$ cat src/rtl/mux_rr_scheduler.sv
// mux_rr_scheduler
//   Round-robin scheduler sharing one 4:1 single-bit mux channel between four
//   requesters. Every output is registered. Each owner holds the channel for
//   at most MAX_BURST consecutive cycles.
//
// Ports
//   clk       : rising-edge clock
//   rst_n     : asynchronous active-low reset
//   en        : 0 blocks new grants; an ongoing burst runs to its release
//   req[3:0]  : level requests, one per requester
//   grant[3:0]: one-hot grant, all-zero when idle
//   select[1:0]: mux select code (index of owner), held while idle
//   valid     : channel owned, equals |grant
//   burst_cnt : cycles granted so far in the current burst, 0 when idle
//
// State table
//   state | meaning
//   IDLE  | no owner; grant=0, valid=0, burst_cnt=0, select holds
//   BUSY  | owner = select_q; burst_cnt counts its cycles up to MAX_BURST

module mux_rr_scheduler #(
    parameter int MAX_BURST = 8,
    parameter int CNT_W     = 8
) (
    input  logic             clk,
    input  logic             rst_n,
    input  logic             en,
    input  logic [3:0]       req,
    output logic [3:0]       grant,
    output logic [1:0]       select,
    output logic             valid,
    output logic [CNT_W-1:0] burst_cnt
);

    typedef enum logic {
        IDLE = 1'b0,
        BUSY = 1'b1
    } state_t;

    localparam logic [CNT_W-1:0] CNT_MAX = CNT_W'(MAX_BURST);
    localparam logic [CNT_W-1:0] CNT_ONE = CNT_W'(1);

    state_t           state_q, state_d;
    logic [3:0]       grant_q, grant_d;
    logic [1:0]       select_q, select_d;
    logic             valid_q, valid_d;
    logic [CNT_W-1:0] cnt_q, cnt_d;
    logic [1:0]       last_q, last_d;

    logic [1:0]       base;
    logic [1:0]       winner;
    logic             release_now;

    // Scan base+1, base+2, base+3, base (mod 4); first requester found wins.
    // The base itself comes last, so the previous owner only wins when alone.
    function automatic logic [1:0] pick(input logic [1:0] b, input logic [3:0] r);
        logic [1:0] idx;
        logic       found;
        pick  = b;
        found = 1'b0;
        for (int k = 1; k <= 4; k++) begin
            idx = b + 2'(k);
            if (!found && r[idx]) begin
                pick  = idx;
                found = 1'b1;
            end
        end
    endfunction

    // In BUSY the owner about to release becomes the new round-robin base.
    assign base        = (state_q == BUSY) ? select_q : last_q;
    assign winner      = pick(base, req);
    assign release_now = !req[select_q] || (cnt_q == CNT_MAX);

    always_comb begin
        state_d  = state_q;
        grant_d  = grant_q;
        select_d = select_q;
        valid_d  = valid_q;
        cnt_d    = cnt_q;
        last_d   = last_q;

        case (state_q)
            IDLE: begin
                if (en && (|req)) begin
                    grant_d  = 4'b0001 << winner;
                    select_d = winner;
                    valid_d  = 1'b1;
                    cnt_d    = CNT_ONE;
                    state_d  = BUSY;
                end
            end
            BUSY: begin
                if (!release_now) begin
                    cnt_d = cnt_q + CNT_ONE;
                end else begin
                    last_d = select_q;
                    if (en && (|req)) begin
                        // zero-bubble handoff, possibly back to the same owner
                        grant_d  = 4'b0001 << winner;
                        select_d = winner;
                        valid_d  = 1'b1;
                        cnt_d    = CNT_ONE;
                    end else begin
                        grant_d = 4'b0000;
                        valid_d = 1'b0;
                        cnt_d   = '0;
                        state_d = IDLE;
                    end
                end
            end
            default: begin
                grant_d = 4'b0000;
                valid_d = 1'b0;
                cnt_d   = '0;
                state_d = IDLE;
            end
        endcase
    end

    always_ff @(posedge clk or negedge rst_n) begin
        if (!rst_n) begin
            state_q  <= IDLE;
            grant_q  <= 4'b0000;
            select_q <= 2'b00;
            valid_q  <= 1'b0;
            cnt_q    <= '0;
            last_q   <= 2'd3;
        end else begin
            state_q  <= state_d;
            grant_q  <= grant_d;
            select_q <= select_d;
            valid_q  <= valid_d;
            cnt_q    <= cnt_d;
            last_q   <= last_d;
        end
    end

    assign grant     = grant_q;
    assign select    = select_q;
    assign valid     = valid_q;
    assign burst_cnt = cnt_q;

endmodule

$ cat config.mk
export PLATFORM = sky130hd
export DESIGN_NAME = mux_rr_scheduler
export DESIGN_NICKNAME = d
export VERILOG_FILES = /design/src/rtl/mux_rr_scheduler.sv
export SDC_FILE = /design/constraint.sdc
export NUM_CORES = 1
export LEC_CHECK = 0
export ABC_AREA = 1
export BUFFER_PORTS_ARGS = -buffer_cell sky130_fd_sc_hd__buf_2
export CELL_PAD_IN_SITES_DETAIL_PLACEMENT = 1
export CELL_PAD_IN_SITES_GLOBAL_PLACEMENT = 1
export CORE_MARGIN = 2
export CORE_UTILIZATION = 42
export DETAILED_ROUTE_END_ITERATION = 8
export PLACE_DENSITY = 0.8
export SYNTH_ARGS = -nofsm -noshare
export SYNTH_HDL_FRONTEND = slang
export SYNTH_SLANG_ARGS = --single-unit
$ cat constraint.sdc
create_clock -name clk -period 4.6 [get_ports clk]
set_clock_uncertainty 0.15 [all_clocks]
set_input_delay 0.46 -clock clk [delete_from_list [all_inputs] [get_ports clk]]
set_output_delay 0.46 -clock clk [all_outputs]
set_load 0.005 [all_outputs]
==> flow_summary.json <==
{
  "outcome": "completed",
  "drcViolationCount": 0,
  "cts_root_buf": "clkbuf_4",
  "cts.reportedPaths.clkPinSlew_ps": 100,
  "cp-end-kind": "flip-flop",
  "cp.arrival_ps": 2120,
  "synth_area_sq_mm": 0.00120,
  "setup_viol": 0,
  "timing.final.crit_share": 0.444,
  "crit_fanout": 9,
  "cts_buffers": 3,
  "drive_above_1_share": 0.255,
  "synth_ff_type": "dfrtp_1",
  "rr_endpoint": "grant[1]",
  "hpwl_um": 2390,
  "fin_nets": 198,
  "slew_headroom": 0.739,
  "first_pass_iters": 4,
  "maxCapViolCount": 0,
  "hold_ws_ps": 328,
  "first_global_vias": 1152,
  "synth_top_area_frac": 0.335,
  "htreeDepth": 1,
  "syn_nets": 172,
  "peakVddDrop_mv": 0.376,
  "report.final.slew_viol_count": 0,
  "yosys.area.top_type": "dfrtp_1",
  "drt_wl_total_um": 2900,
  "min_path_type": "flip-flop to flip-flop",
  "pwr_density_cell_mw_per_mm2": 639,
  "hold_viol": 0,
  "synthTopCellsByCount": "53 x nand2_1, 21 x inv_1, 16 x dfrtp_1",
  "required_ps": 4670,
  "cts-resized-gates": 0,
  "place_inst": 214,
  "pwr-share-comb": 0.612,
  "holdPathStages": 2,
  "slowest_stage": "dfrtp_1",
  "stdcell_count": 219,
  "routedWlPerCell_um": 13.2,
  "fin_setup_tns_ps": 0,
  "grtUsageTotal": 0.204,
  "vias_per_cell": 5.10,
  "synthCells": 163,
  "pwr-share-clk": 0.092,
  "switching_power_mw": 0.453,
  "dieArea_sq_mm": 0.00329,
  "synth.distinct_cells": 24,
  "crit_path_frequent_cell": "nand2_1",
  "first_iter_violations": 50,
  "clkLatencyLatePin_ps": 290,
  "clkSinkCount": 18,
  "utilization": 0.499,
  "initial_core_util": 0.438,
  "netlist_top_cells_area": "dfrtp_1 33%, nand2_1 17%, inv_1 6.6%, nand2_2 6.3%, dfstp_2 4.4%",
  "cp_num_buf_inv": 2,
  "pin_count": 22,
  "avgSynthCellArea_sq_um": 7.34,
  "rows": 19,
  "yosysMostFrequentCell": "nand2_1",
  "timing.rr.start": "burst_cnt[0]",
  "final_antenna_net_count": 0,
  "r2r_slack_ps": 2560,
  "rsz0062_at_grt": "false",
  "synth_edf_count": 0,
  "coreArea_sq_mm": 0.00273,
  "yosysWarnings": 0,
  "holdPathEnd": "valid",
  "min-delay-start": "valid",
  "critical_path_depth": 10,
  "vias": 1116,
  "num-fill-cells": 379,
  "cts_buffer_depth": 2,
  "p_leak_nw": 0.725,
  "grt_pass1_wl_um": 5230,
  "async_reset_ff_frac": 1.00,
  "io_buffer_count": 21,
  "cp_slowest_stage_delay_ps": 440,
  "tritoncts": "yes",
  "crit_chain": "inv_1 > ha_1 > nand2_1 > nor3_1 > nand4_1 > nand3_2 > nand2_1 > inv_1 > nand2_1 > o21ai_1",
  "power.share.sequential": 0.296,
  "crit_family": "simple AND/OR/NAND/NOR gates",
  "worstRegToRegCells": 10,
  "p_int_mw": 0.420,
  "syn_to_final_growth_pct": 14.1,
  "die_h_um": 57.4,
  "max_freq_mhz": 489,
  "grt_antenna_before_repair": 0,
  "path_class": "flip-flop to flip-flop",
  "crit_path_start_kind": "flip-flop",
  "chipWidth_um": 57.4,
  "antenna_cells": 0,
  "yosysSeqAreaShare": 0.379,
  "overflow": 0,
  "place_congestion": 0.926,
  "synth-seq-cells": 18,
  "cp-startpoint": "burst_cnt[0]",
  "period_minus_slack_ps": 2040,
  "grt_max_degree": 19,
  "p_sw_frac": 0.519,
  "worst-slew-pin-transition_ps": 391
}
-- cells by family after synthesis --
logic type | Yosys count | share of synthesized area
AOI/OAI and AO/OA | 20 | 0.0931
buffers and inverters | 24 | 0.0858
xor gates and xnor gates | 6 | 0.0439
and+or+nand+nor | 93 | 0.378
DFF | 18 | 0.379
adders and majority gates | 2 | 0.0209
-- sequential cells by signal (all words and copies together) (netlist names) --
name and count:
burst_cnt 8, valid 1, state_q 1, grant 4
last_q 2, select 2
-- cell usage in the layout, fill, tap and decap left out, drive strengths merged, types with 3 or more instances in the layout --
cell type	count
xor2	5
nand3	12
inv	23
buf	21
nand4	3
clkbuf	4
nand2	69
nor2	4
o21ai	11
o22ai	6
nor3	4
dfrtp	16
-- per-stage QoR --
stage / power (mW) / setup WS, ps / cell area (sq um)
2_1_floorplan: 0.659 / 2900 / 1200
6_report: 0.873 / 2560 / 1370
4_1_cts: 0.885 / 2520 / 1370
5_1_grt: 0.977 / 2260 / 1370
3_5_place_dp: 0.799 / 2560 / 1330
3_3_place_gp: 0.775 / 2610 / 1330
-- worst max-delay path by stage --
stage / end / slack, ps
floorplan: grant[1] / 2900
global placement: burst_cnt[0] / 2610
detailed placement: burst_cnt[0] / 2560
CTS: grant[1] / 2520
global route: grant[1] / 2260
finish: grant[1] / 2560
-- layout make-up --
type | count | area (sq um) | area share
inverter | 23 | 91.3 | 0.0669
tap | 31 | 38.8 | 0.0284
sequential | 18 | 453 | 0.332
timing repair buffer | 22 | 115 | 0.0843
multi-input combinational | 121 | 641 | 0.469
clock buffer | 4 | 26.3 | 0.0192
-- power groups by stage --
stage	Combinational (mW)	Sequential (mW)	Clock, mW
finish	0.534	0.258	0.0807
global route	0.616	0.268	0.0924
CTS	0.540	0.259	0.0857
detailed placement	0.538	0.261	0
global placement	0.516	0.259	0
floorplan	0.410	0.249	0
-- worst register-to-register path, stage by stage, from the launching register on --
cell	delay [ps]
dfrtp_1	440
inv_1	100
ha_1	150
nand2_1	60
nor3_1	140
nand4_1	150
nand3_2	200
nand2_1	150
inv_1	180
nand2_1	100
o21ai_1	150
-- per-layer routing --
layer / vias up / track usage / part of all wire
met5: - / 0 / 0
met4: 0 / 0.0930 / 0.031
met3: 11 / 0.0340 / 0.033
met2: 24 / 0.336 / 0.47
met1: 510 / 0.261 / 0.46
li1: 571 / - / -
-- repair_timing --
item,in CTS,in global routing
buffers inserted,0,0
endpoints found under the hold margin,16,0
hold buffers,1,0
Power figures use the tool's default switching activity.
